## src/rtl/cpu_pkg.sv

```systemverilog
// Shared types and widths for the register-transfer sequencer.
package cpu_pkg;

    localparam int DATA_W = 8;
    localparam int SEL_W  = 3;

    typedef enum logic [1:0] {
        OP_MOV = 2'd0,
        OP_LDI = 2'd1,
        OP_IN  = 2'd2,
        OP_OUT = 2'd3
    } xfer_op_t;

    typedef enum logic [1:0] {
        ST_IDLE  = 2'd0,
        ST_READ  = 2'd1,
        ST_WRITE = 2'd2,
        ST_RESP  = 2'd3
    } xfer_state_t;

    // MOV and OUT need the source register on the bus before anything else.
    function automatic logic op_reads_reg(input xfer_op_t op);
        return (op == OP_MOV) || (op == OP_OUT);
    endfunction

endpackage

```

## src/rtl/reg_xfer_ctrl_if.sv

```systemverilog
// Command, OUT-result and register-file bus signals of reg_xfer_ctrl.
interface reg_xfer_ctrl_if #(
  parameter int DATA_W = cpu_pkg::DATA_W,
  parameter int SEL_W  = cpu_pkg::SEL_W
);
  logic                 cmd_valid;
  logic                 cmd_ready;
  cpu_pkg::xfer_op_t    cmd_op;
  logic [SEL_W-1:0]     cmd_rd;
  logic [SEL_W-1:0]     cmd_rs;
  logic [DATA_W-1:0]    cmd_imm;
  logic [DATA_W-1:0]    in_data;
  logic                 out_valid;
  logic                 out_ready;
  logic [DATA_W-1:0]    out_data;
  logic [SEL_W-1:0]     reg_sel;
  logic                 reg_oe;
  logic                 reg_we;
  logic [DATA_W-1:0]    bus_in;
  logic [DATA_W-1:0]    bus_out;
  logic                 bus_drive;

  modport master (
    input  cmd_valid, cmd_op, cmd_rd, cmd_rs, cmd_imm, in_data, out_ready, bus_in,
    output cmd_ready, out_valid, out_data, reg_sel, reg_oe, reg_we, bus_out, bus_drive
  );

  modport slave (
    output cmd_valid, cmd_op, cmd_rd, cmd_rs, cmd_imm, in_data, out_ready, bus_in,
    input  cmd_ready, out_valid, out_data, reg_sel, reg_oe, reg_we, bus_out, bus_drive
  );
endinterface

```

## src/rtl/reg_xfer_ctrl.sv

```systemverilog
// Register-transfer sequencer (MOV/LDI/IN/OUT) driving the register-file bus strobes.
// Optional XFER_ZERO_FLAG_EN adds a zero_flag output updated on every WRITE cycle.
module reg_xfer_ctrl #(
  parameter int DATA_W = cpu_pkg::DATA_W,
  parameter int SEL_W  = cpu_pkg::SEL_W
) (
  input  logic                clk,
  input  logic                rst,
`ifdef XFER_ZERO_FLAG_EN
  output logic                zero_flag,
`endif
  reg_xfer_ctrl_if.master     xif
);
  import cpu_pkg::*;

  xfer_state_t       state_q,     state_d;
  xfer_op_t          op_q,        op_d;
  logic [SEL_W-1:0]  rd_q,        rd_d;
  logic [SEL_W-1:0]  rs_q,        rs_d;
  logic [DATA_W-1:0] hold_q,      hold_d;
  logic              cmd_ready_q, cmd_ready_d;
  logic [SEL_W-1:0]  reg_sel_q,   reg_sel_d;
  logic              reg_oe_q,    reg_oe_d;
  logic              reg_we_q,    reg_we_d;
  logic              bus_drive_q, bus_drive_d;
  logic [DATA_W-1:0] bus_out_q,   bus_out_d;
  logic              out_valid_q, out_valid_d;
  logic [DATA_W-1:0] out_data_q,  out_data_d;
`ifdef XFER_ZERO_FLAG_EN
  logic              zero_q,      zero_d;
`endif

  // Next state, hold capture and registered outputs derived from the next state.
  always_comb begin
    state_d     = state_q;
    op_d        = op_q;
    rd_d        = rd_q;
    rs_d        = rs_q;
    hold_d      = hold_q;
    reg_sel_d   = reg_sel_q;
    reg_oe_d    = 1'b0;
    reg_we_d    = 1'b0;
    bus_drive_d = 1'b0;
    bus_out_d   = '0;
    out_valid_d = 1'b0;
    out_data_d  = out_data_q;
`ifdef XFER_ZERO_FLAG_EN
    zero_d      = zero_q;
`endif

    unique case (state_q)
      ST_IDLE: begin
        if (xif.cmd_valid) begin
          op_d = xif.cmd_op;
          rd_d = xif.cmd_rd;
          rs_d = xif.cmd_rs;
          if (xif.cmd_op == OP_LDI) begin
            hold_d = xif.cmd_imm;
          end else if (xif.cmd_op == OP_IN) begin
            hold_d = xif.in_data;
          end else begin
            hold_d = hold_q;
          end
          state_d = op_reads_reg(xif.cmd_op) ? ST_READ : ST_WRITE;
        end else begin
          state_d = ST_IDLE;
        end
      end
      ST_READ: begin
        hold_d  = xif.bus_in;
        state_d = (op_q == OP_OUT) ? ST_RESP : ST_WRITE;
      end
      ST_WRITE: begin
        state_d = ST_IDLE;
`ifdef XFER_ZERO_FLAG_EN
        zero_d  = (hold_q == {DATA_W{1'b0}});
`endif
      end
      ST_RESP: begin
        state_d = xif.out_ready ? ST_IDLE : ST_RESP;
      end
      default: begin
        state_d = ST_IDLE;
      end
    endcase

    // Outputs are registered, so they are set up for the state being entered.
    unique case (state_d)
      ST_READ: begin
        reg_sel_d = rs_d;
        reg_oe_d  = 1'b1;
      end
      ST_WRITE: begin
        reg_sel_d   = rd_d;
        reg_we_d    = 1'b1;
        bus_drive_d = 1'b1;
        bus_out_d   = hold_d;
      end
      ST_RESP: begin
        out_valid_d = 1'b1;
        out_data_d  = hold_d;
      end
      default: begin
        reg_oe_d = 1'b0;
      end
    endcase

    cmd_ready_d = (state_d == ST_IDLE);
  end

  // State, command latch, hold register and output flops.
  always_ff @(posedge clk or posedge rst) begin
    if (rst) begin
      state_q     <= ST_IDLE;
      op_q        <= OP_MOV;
      rd_q        <= '0;
      rs_q        <= '0;
      hold_q      <= '0;
      cmd_ready_q <= 1'b1;
      reg_sel_q   <= '0;
      reg_oe_q    <= 1'b0;
      reg_we_q    <= 1'b0;
      bus_drive_q <= 1'b0;
      bus_out_q   <= '0;
      out_valid_q <= 1'b0;
      out_data_q  <= '0;
`ifdef XFER_ZERO_FLAG_EN
      zero_q      <= 1'b0;
`endif
    end else begin
      state_q     <= state_d;
      op_q        <= op_d;
      rd_q        <= rd_d;
      rs_q        <= rs_d;
      hold_q      <= hold_d;
      cmd_ready_q <= cmd_ready_d;
      reg_sel_q   <= reg_sel_d;
      reg_oe_q    <= reg_oe_d;
      reg_we_q    <= reg_we_d;
      bus_drive_q <= bus_drive_d;
      bus_out_q   <= bus_out_d;
      out_valid_q <= out_valid_d;
      out_data_q  <= out_data_d;
`ifdef XFER_ZERO_FLAG_EN
      zero_q      <= zero_d;
`endif
    end
  end

  assign xif.cmd_ready = cmd_ready_q;
  assign xif.reg_sel   = reg_sel_q;
  assign xif.reg_oe    = reg_oe_q;
  assign xif.reg_we    = reg_we_q;
  assign xif.bus_drive = bus_drive_q;
  assign xif.bus_out   = bus_out_q;
  assign xif.out_valid = out_valid_q;
  assign xif.out_data  = out_data_q;
`ifdef XFER_ZERO_FLAG_EN
  assign zero_flag     = zero_q;
`endif

endmodule

```

## src/flat_wrapper.sv

```systemverilog
// flat-port wrapper written by rule: the top's interface ports become plain ports
module reg_xfer_ctrl_flat import cpu_pkg::*;
#(
  parameter int DATA_W = cpu_pkg::DATA_W,
  parameter int SEL_W  = cpu_pkg::SEL_W
)
  (clk, rst, xif_cmd_valid, xif_cmd_op, xif_cmd_rd, xif_cmd_rs, xif_cmd_imm, xif_in_data, xif_out_ready, xif_bus_in, xif_cmd_ready, xif_out_valid, xif_out_data, xif_reg_sel, xif_reg_oe, xif_reg_we, xif_bus_out, xif_bus_drive);
  reg_xfer_ctrl_if #(.DATA_W(DATA_W), .SEL_W(SEL_W)) xif_i ();
  input  logic clk;
  input  logic rst;
  input wire logic [$bits(xif_i.cmd_valid)-1:0] xif_cmd_valid;
  input wire logic [$bits(xif_i.cmd_op)-1:0] xif_cmd_op;
  input wire logic [$bits(xif_i.cmd_rd)-1:0] xif_cmd_rd;
  input wire logic [$bits(xif_i.cmd_rs)-1:0] xif_cmd_rs;
  input wire logic [$bits(xif_i.cmd_imm)-1:0] xif_cmd_imm;
  input wire logic [$bits(xif_i.in_data)-1:0] xif_in_data;
  input wire logic [$bits(xif_i.out_ready)-1:0] xif_out_ready;
  input wire logic [$bits(xif_i.bus_in)-1:0] xif_bus_in;
  output wire logic [$bits(xif_i.cmd_ready)-1:0] xif_cmd_ready;
  output wire logic [$bits(xif_i.out_valid)-1:0] xif_out_valid;
  output wire logic [$bits(xif_i.out_data)-1:0] xif_out_data;
  output wire logic [$bits(xif_i.reg_sel)-1:0] xif_reg_sel;
  output wire logic [$bits(xif_i.reg_oe)-1:0] xif_reg_oe;
  output wire logic [$bits(xif_i.reg_we)-1:0] xif_reg_we;
  output wire logic [$bits(xif_i.bus_out)-1:0] xif_bus_out;
  output wire logic [$bits(xif_i.bus_drive)-1:0] xif_bus_drive;
  assign xif_i.cmd_valid = xif_cmd_valid;
  assign xif_i.cmd_op = xif_cmd_op;
  assign xif_i.cmd_rd = xif_cmd_rd;
  assign xif_i.cmd_rs = xif_cmd_rs;
  assign xif_i.cmd_imm = xif_cmd_imm;
  assign xif_i.in_data = xif_in_data;
  assign xif_i.out_ready = xif_out_ready;
  assign xif_i.bus_in = xif_bus_in;
  assign xif_cmd_ready = xif_i.cmd_ready;
  assign xif_out_valid = xif_i.out_valid;
  assign xif_out_data = xif_i.out_data;
  assign xif_reg_sel = xif_i.reg_sel;
  assign xif_reg_oe = xif_i.reg_oe;
  assign xif_reg_we = xif_i.reg_we;
  assign xif_bus_out = xif_i.bus_out;
  assign xif_bus_drive = xif_i.bus_drive;
  reg_xfer_ctrl #(.DATA_W(DATA_W), .SEL_W(SEL_W)) u_core (.clk(clk), .rst(rst), .xif(xif_i));
endmodule
```

## config.mk

```make
export PLATFORM = sky130hd
export DESIGN_NAME = reg_xfer_ctrl_flat
export DESIGN_NICKNAME = d
export VERILOG_FILES = /design/src/rtl/cpu_pkg.sv /design/src/rtl/reg_xfer_ctrl_if.sv /design/src/rtl/reg_xfer_ctrl.sv /design/src/flat_wrapper.sv
export SDC_FILE = /design/constraint.sdc
export NUM_CORES = 1
export LEC_CHECK = 0
export BUFFER_PORTS_ARGS = -buffer_cell sky130_fd_sc_hd__clkbuf_2
export CORE_ASPECT_RATIO = 1.5
export CORE_MARGIN = 5
export CORE_UTILIZATION = 51
export CTS_CLUSTER_SIZE = 14
export DETAILED_ROUTE_END_ITERATION = 6
export GPL_TIMING_DRIVEN = 1
export HOLD_SLACK_MARGIN = 0.08
export PLACE_DENSITY = 0.9
export SLEW_MARGIN = 5
export SYNTH_ARGS = -nofsm -noshare
export SYNTH_HDL_FRONTEND = slang
export SYNTH_SLANG_ARGS = --single-unit
```

## constraint.sdc

```tcl
create_clock -name clk -period 2.8 [get_ports clk]
set_input_delay 0.14 -clock clk [delete_from_list [all_inputs] [get_ports clk]]
set_output_delay 0.14 -clock clk [all_outputs]
set_load 0.01 [all_outputs]
```

# Word level (Yosys, flattened, before mapping)
# Cells that the tools add are included.
[word_totals]
romBits = 0
in_bits = 36
n_memories = 0
register_bits = 41
ramBits = 0
out_inout_bits = 24
latchBits = 0
wordCells = 46
[classes]
shifts = 0
multipliers = 0
n_div = 0
magnitude_cmp = 0
add_sub_neg = 0
n_mux = 18
n_eq_ne = 10
n_bitwise = 0
reduce_logical = 6
[ops]
columns = ["cell", "n"]
rows = [
  ["2-to-1 mux 8 bit", 4],
  ["one-hot mux 8 bit (2 select lines)", 1],
  ["equality test 2 bit, second input constant", 7],
  ["2-to-1 mux 3 bit", 4],
  ["one-hot mux 2 bit (4 select lines)", 1],
  ["equality test 2 x 1 -> 1 bit, second input constant", 3],
  ["logical NOT 2 bit", 3],
  ["2-to-1 mux 2 bit", 3],
  ["one-hot mux 3 bit (2 select lines)", 1],
  ["2-to-1 mux 1 bit", 4],
  ["AND reduction 2 bit", 1],
  ["nonzero test 2 bit", 1],
  ["logical OR 1 bit", 1],
]

# Logic depth before layout (Yosys ltp)
[depth]
ltp_word = 7
mapped_depth = 10
ltp_nobuf = 9

# Least setup slack after synthesis
# OpenSTA, ideal clock, no wires.
[synth_path]
path_type = "reg2reg"
start = "register u_core.state_q[0]"
end = "register u_core.reg_sel_q[0], in the netlist u_core.xif.reg_sel[0]"
setup_slack_ps = 330
path_buffers = 2
arrival_ps = 2345
t_required_ps = 2675
period_less_slack_ps = 2470
path_stages_with_launch = 10
setup_ps = 125
cell_sequence = "dfrtp_1 clkbuf_1 inv_1 o21ai_0 o21ai_0 ha_1 inv_1 clkbuf_1 mux4_2 mux2_2"
[synth_via]
elab_chain_len = 4
word_cells_on_any_way = 11
cone_classes = "eq/ne: 5; mux: 4; reduce/logical: 2"
[synth_rtl]
columns = ["item", "line", "rtl"]
rows = [
  ["start: declaration", "reg_xfer_ctrl.sv:16", "xfer_state_t state_q, state_d;"],
  ["start signal: assignment", "reg_xfer_ctrl.sv:131", "state_q <= state_d;"],
  ["equality test 2 bit (tied with other cells)", "reg_xfer_ctrl.sv:51", "unique case (state_q)"],
  ["one-hot mux 2 bit (4 select lines)", "reg_xfer_ctrl.sv:51", ""],
  ["equality test 2 bit or equality test 2 x 1 -> 1 bit (tied branches)", "reg_xfer_ctrl.sv:88", "unique case (state_d)"],
  ["one-hot mux 3 bit (2 select lines) or nonzero test 2 bit (tied branches)", "n/a", ""],
  ["end signal: assignment", "reg_xfer_ctrl.sv:137", "reg_sel_q <= reg_sel_d;"],
  ["end: declaration", "reg_xfer_ctrl.sv:22", "logic [SEL_W-1:0] reg_sel_q, reg_sel_d;"],
]
# Several ways; a longest one is shown, not always the timed one.
# A chain may end at the register's enable or synchronous reset.

# Worst setup path in the final report
[layout_path]
start = "register u_core.state_q[0]"
end = "register u_core.reg_sel_q[1], in the netlist u_core.xif.reg_sel[1]"
# Same word-level chain as after synthesis.

==> results.md <==
- Outcome: completed
- Mapped Nets: between 200 and 250
- Pwr/cell area: between 1000 and 1500 nW/um^2
- Lkg Pwr: between 1 and 1.5 nW
- Crit. End Element: flip-flop
- Slowest cell on the critical path: dfrtp_1
- RSZ-0062 raised after global routing: no
- Async SR Flop Fraction: 100%
- Clock Latency Late Sink: about 0.3 ns
- P&R area growth vs syn: 21.6%
- Sequential share of the synthesized area: a little over half
- Post-CTS Setup Bufs: 0
- Final Critical Period: between 2 and 2.5 ns
- Share of layout cells above drive strength 1: about 37%
- Root buffer cell: clkbuf_8
- R2r setup slk: ~0.36 ns
- Post-synth cell types: 33
- Final Slew Violations: 0
- Max FO, Critical Path: 11
- Worst-case clock buffer depth: 2
- Post-DRT Antenna Nets: 0
- Drt pass-1 iters: 4
- Layer with the highest usage: met2
- Synth Area per Inst: about 12 sq um
- Hold depth: 2
- Worst-path cell chain: inv_1, o21ai_0, o21ai_0, ha_1, inv_1, mux4_2, mux2_2
- Residual DRC count: 0
- Post-Syn Area: 1960 sq um
- Synth top area cells: dfrtp_1 51%, mux2_2 6.3%, ha_1 3.8%
- Fin worst setup slack: between 0.3 and 0.4 ns
- Worst Clk Skew: between 0.005 and 0.006 ns
- FP Rows: 27
- Via count: ~1.6k
- Hold Vio Cnt, Final: 0
- Die area: 5210 sq um
- Max rail drop VDD: 797 uV
- CTS tree: yes
- R2r endpoint: u_core.xif.reg_sel[1]$_DFFE_PP0P_
- #FFs+latches synth: 41
- GPL Wtd Cong: approximately 0.9
- Final setup viols: 0
- Core footprint: ~3700 sq um
- GRT Util Overall: between 10% and 20%
- Leading area contributor after synthesis: dfrtp_1
- Wirelength, routed: 4.46 mm
- GR Util met2: between 30 and 40%
- Number of synthesized flops with an enable pin: 0
- Fmax: around 0.41 GHz
- Worst Path Required: 2.98 ns
- Count of clock tree sinks: 41
- Nets: approximately 270
- Synth Instances: between 150 and 200
- Hold WS: 0.0856 ns
- Yosys top cell area share: between 50% and 60%
- CTS buffer count: 5
- Grt total ovfl: 0
- N_diodes: 0
- Clock-pin transition on the worst setup and hold timing paths: ~0.07 ns
- Post-cts sizing count: 0
- Fin util: 64.8%
- Final Cycle Share: a little under 90%
- Die W: a little over 60 um
- WL per Instance: about 16 um
- IO Port Bufs: 59
- Antenna violations before repair: 0
- CP Class: reg -> reg
- GR Util met3: roughly 4.4%
- Largest net degree at the start of global routing: between 40 and 50
- Worst R2R Start: u_core.state_q[0]$_DFF_PP0_
- Number of global-route vias before repair: about 1.6k
- Met1 GRT Util: a little over a fifth
- Max Cap Viol: 0
- Final TNS setup: 0 ns
- Dpl ws: approximately 0.41 ns
- H-Tree Depth: 2
- Hold endpoint: u_core.rs_q[0]$_DFF_PP0_
- DPL Wire Length: approximately 3.4 mm
- Yosys warns: 0
- Hold Startpoint: xif_cmd_rs[0]
- Via density: approximately 6
- Relative slew slack: around three fifths
- Drt first-iter violations: 64
- Io pins: 60
- Initial Util: between 50% and 60%
- Worst setup SP type: flip-flop
- Top FF cell, synth: dfrtp_1
- Hold Path Class: in -> reg
- Arr. time, crit path: between 2 and 3 ns
- Die Y: 86.0 um
- Critical Path Max Stage Delay: 0.43 ns
- Reg2Reg Depth: 7
- First-pass GRT wire length: about 7.4 mm
- Worst Tran Pin Value: between 0.6 and 0.7 ns
==> placed cells by master, fill, tap and decap left out, types with 2 or more instances in the layout <==
| cell | count |
|---|---|
| o21ai_0 | 14 |
| a31oi_1 | 4 |
| ha_1 | 6 |
| a221oi_1 | 3 |
| inv_1 | 6 |
| clkbuf_1 | 2 |
| or4bb_1 | 3 |
| nor2_1 | 11 |
| a22oi_1 | 3 |
| nand2_1 | 8 |
| o32ai_1 | 4 |
| mux4_2 | 3 |
| o221ai_1 | 3 |
| o22ai_1 | 3 |
| nor2b_1 | 2 |
| o211ai_1 | 2 |
| nand3b_1 | 5 |
| a21oi_1 | 8 |
| clkbuf_2 | 59 |
| buf_4 | 4 |
| mux2_2 | 11 |
| clkbuf_8 | 6 |
| o21a_1 | 3 |
| dfrtp_1 | 40 |
| o2111ai_1 | 4 |
| and3b_1 | 5 |
==> registers in the layout, summed over array words and instances (netlist names), 2 cells and up <==
name and cells:
u_core.state_q 2, u_core.rd_q 3, u_core.xif.out_data 8, u_core.xif.bus_out 8
u_core.hold_q 8, u_core.xif.reg_sel 3, u_core.op_q 2, u_core.rs_q 3
==> timing repair <==
item	CTS	global route
setup endpoints to repair	0	0
hold buffers	1	0
hold endpoints to repair	40	0
==> synth_stat cells (4+ instances only) <==
| cell type | number |
|---|---|
| dfrtp_1 | 40 |
| o21ai_0 | 14 |
| mux2_2 | 11 |
| nor2_1 | 11 |
| a21oi_1 | 8 |
| nand2_1 | 8 |
| ha_1 | 6 |
| inv_1 | 6 |
| and3b_1 | 5 |
| clkbuf_1 | 5 |
| nand3b_1 | 5 |
| a31oi_1 | 4 |
| o2111ai_1 | 4 |
| o32ai_1 | 4 |
==> report_power, final <==
| group | internal [mW] | switching, mW |
|---|---|---|
| sequential | 0.891 | 0.146 |
| combinational | 0.550 | 0.665 |
| clock | 0.201 | 0.188 |
==> cell families (layout without fill, tap and decap cells) <==
group	Yosys count	after routing	synth area share [%]
AOI/OAI and AO/OA	52	52	17.5
adders and majority gates	6	6	3.83
muxes	14	14	9.76
DFF	41	41	52.4
buffers and inverters	16	78	3.95
and+or+nand+nor	39	39	12.6
==> through the flow <==
| stage | cells | total power [mW] | instance area, sq um |
|---|---|---|---|
| 2_1_floorplan | 168 | 1.88 | 1960 |
| 3_3_place_gp | 264 | 2.22 | 2290 |
| 3_5_place_dp | 264 | 2.27 | 2290 |
| 4_1_cts | 273 | 2.66 | 2390 |
| 5_1_grt | 273 | 2.85 | 2390 |
| 6_report | 273 | 2.64 | 2390 |
==> per-layer routing <==
layer  wire length (um)  part of all wire, %  vias to the layer above
met1               1530                   34                      781
met3                300                  6.7                       11
met4                100                  2.2                        0
met2               2530                   57                       68
met5                  0                    0                        -
li1                   -                    -                      754
==> how the worst max path moves through the flow <==
stage                                         to                   startpoint  slack, ns  cells past startpoint
2_1_floorplan  u_core.xif.reg_sel[0]$_DFFE_PP0P_  u_core.state_q[0]$_DFF_PP0_       0.33                      9
3_3_place_gp   u_core.xif.reg_sel[1]$_DFFE_PP0P_                xif_cmd_op[0]       0.47                     10
3_5_place_dp   u_core.xif.reg_sel[1]$_DFFE_PP0P_                xif_cmd_op[0]       0.41                     10
4_1_cts        u_core.xif.reg_sel[1]$_DFFE_PP0P_  u_core.state_q[0]$_DFF_PP0_       0.37                      7
5_1_grt        u_core.xif.reg_sel[2]$_DFFE_PP0P_  u_core.state_q[0]$_DFF_PP0_       0.14                      7
6_report       u_core.xif.reg_sel[1]$_DFFE_PP0P_  u_core.state_q[0]$_DFF_PP0_       0.36                      7
==> cell type report <==
| class | count | area [sq um] |
|---|---|---|
| fill | 308 | 1300 |
| sequential | 41 | 1030 |
| multi-input combinational | 111 | 857 |
| timing repair buffer | 64 | 335 |
| clock buffer | 8 | 90.1 |
| tap | 43 | 53.8 |
| inverter | 6 | 22.5 |
==> critical path, delay by kind of cell, from the launching register on <==
family	cells	cell delay, ns
buffers and inverters	2	0.37
multiplexers	2	0.63
AO/OA/AOI/OAI	2	0.57
adder cells (fa/ha/maj)	1	0.30
flip-flops	1	0.43
Note: power is estimated with default switching activity, not from simulation.
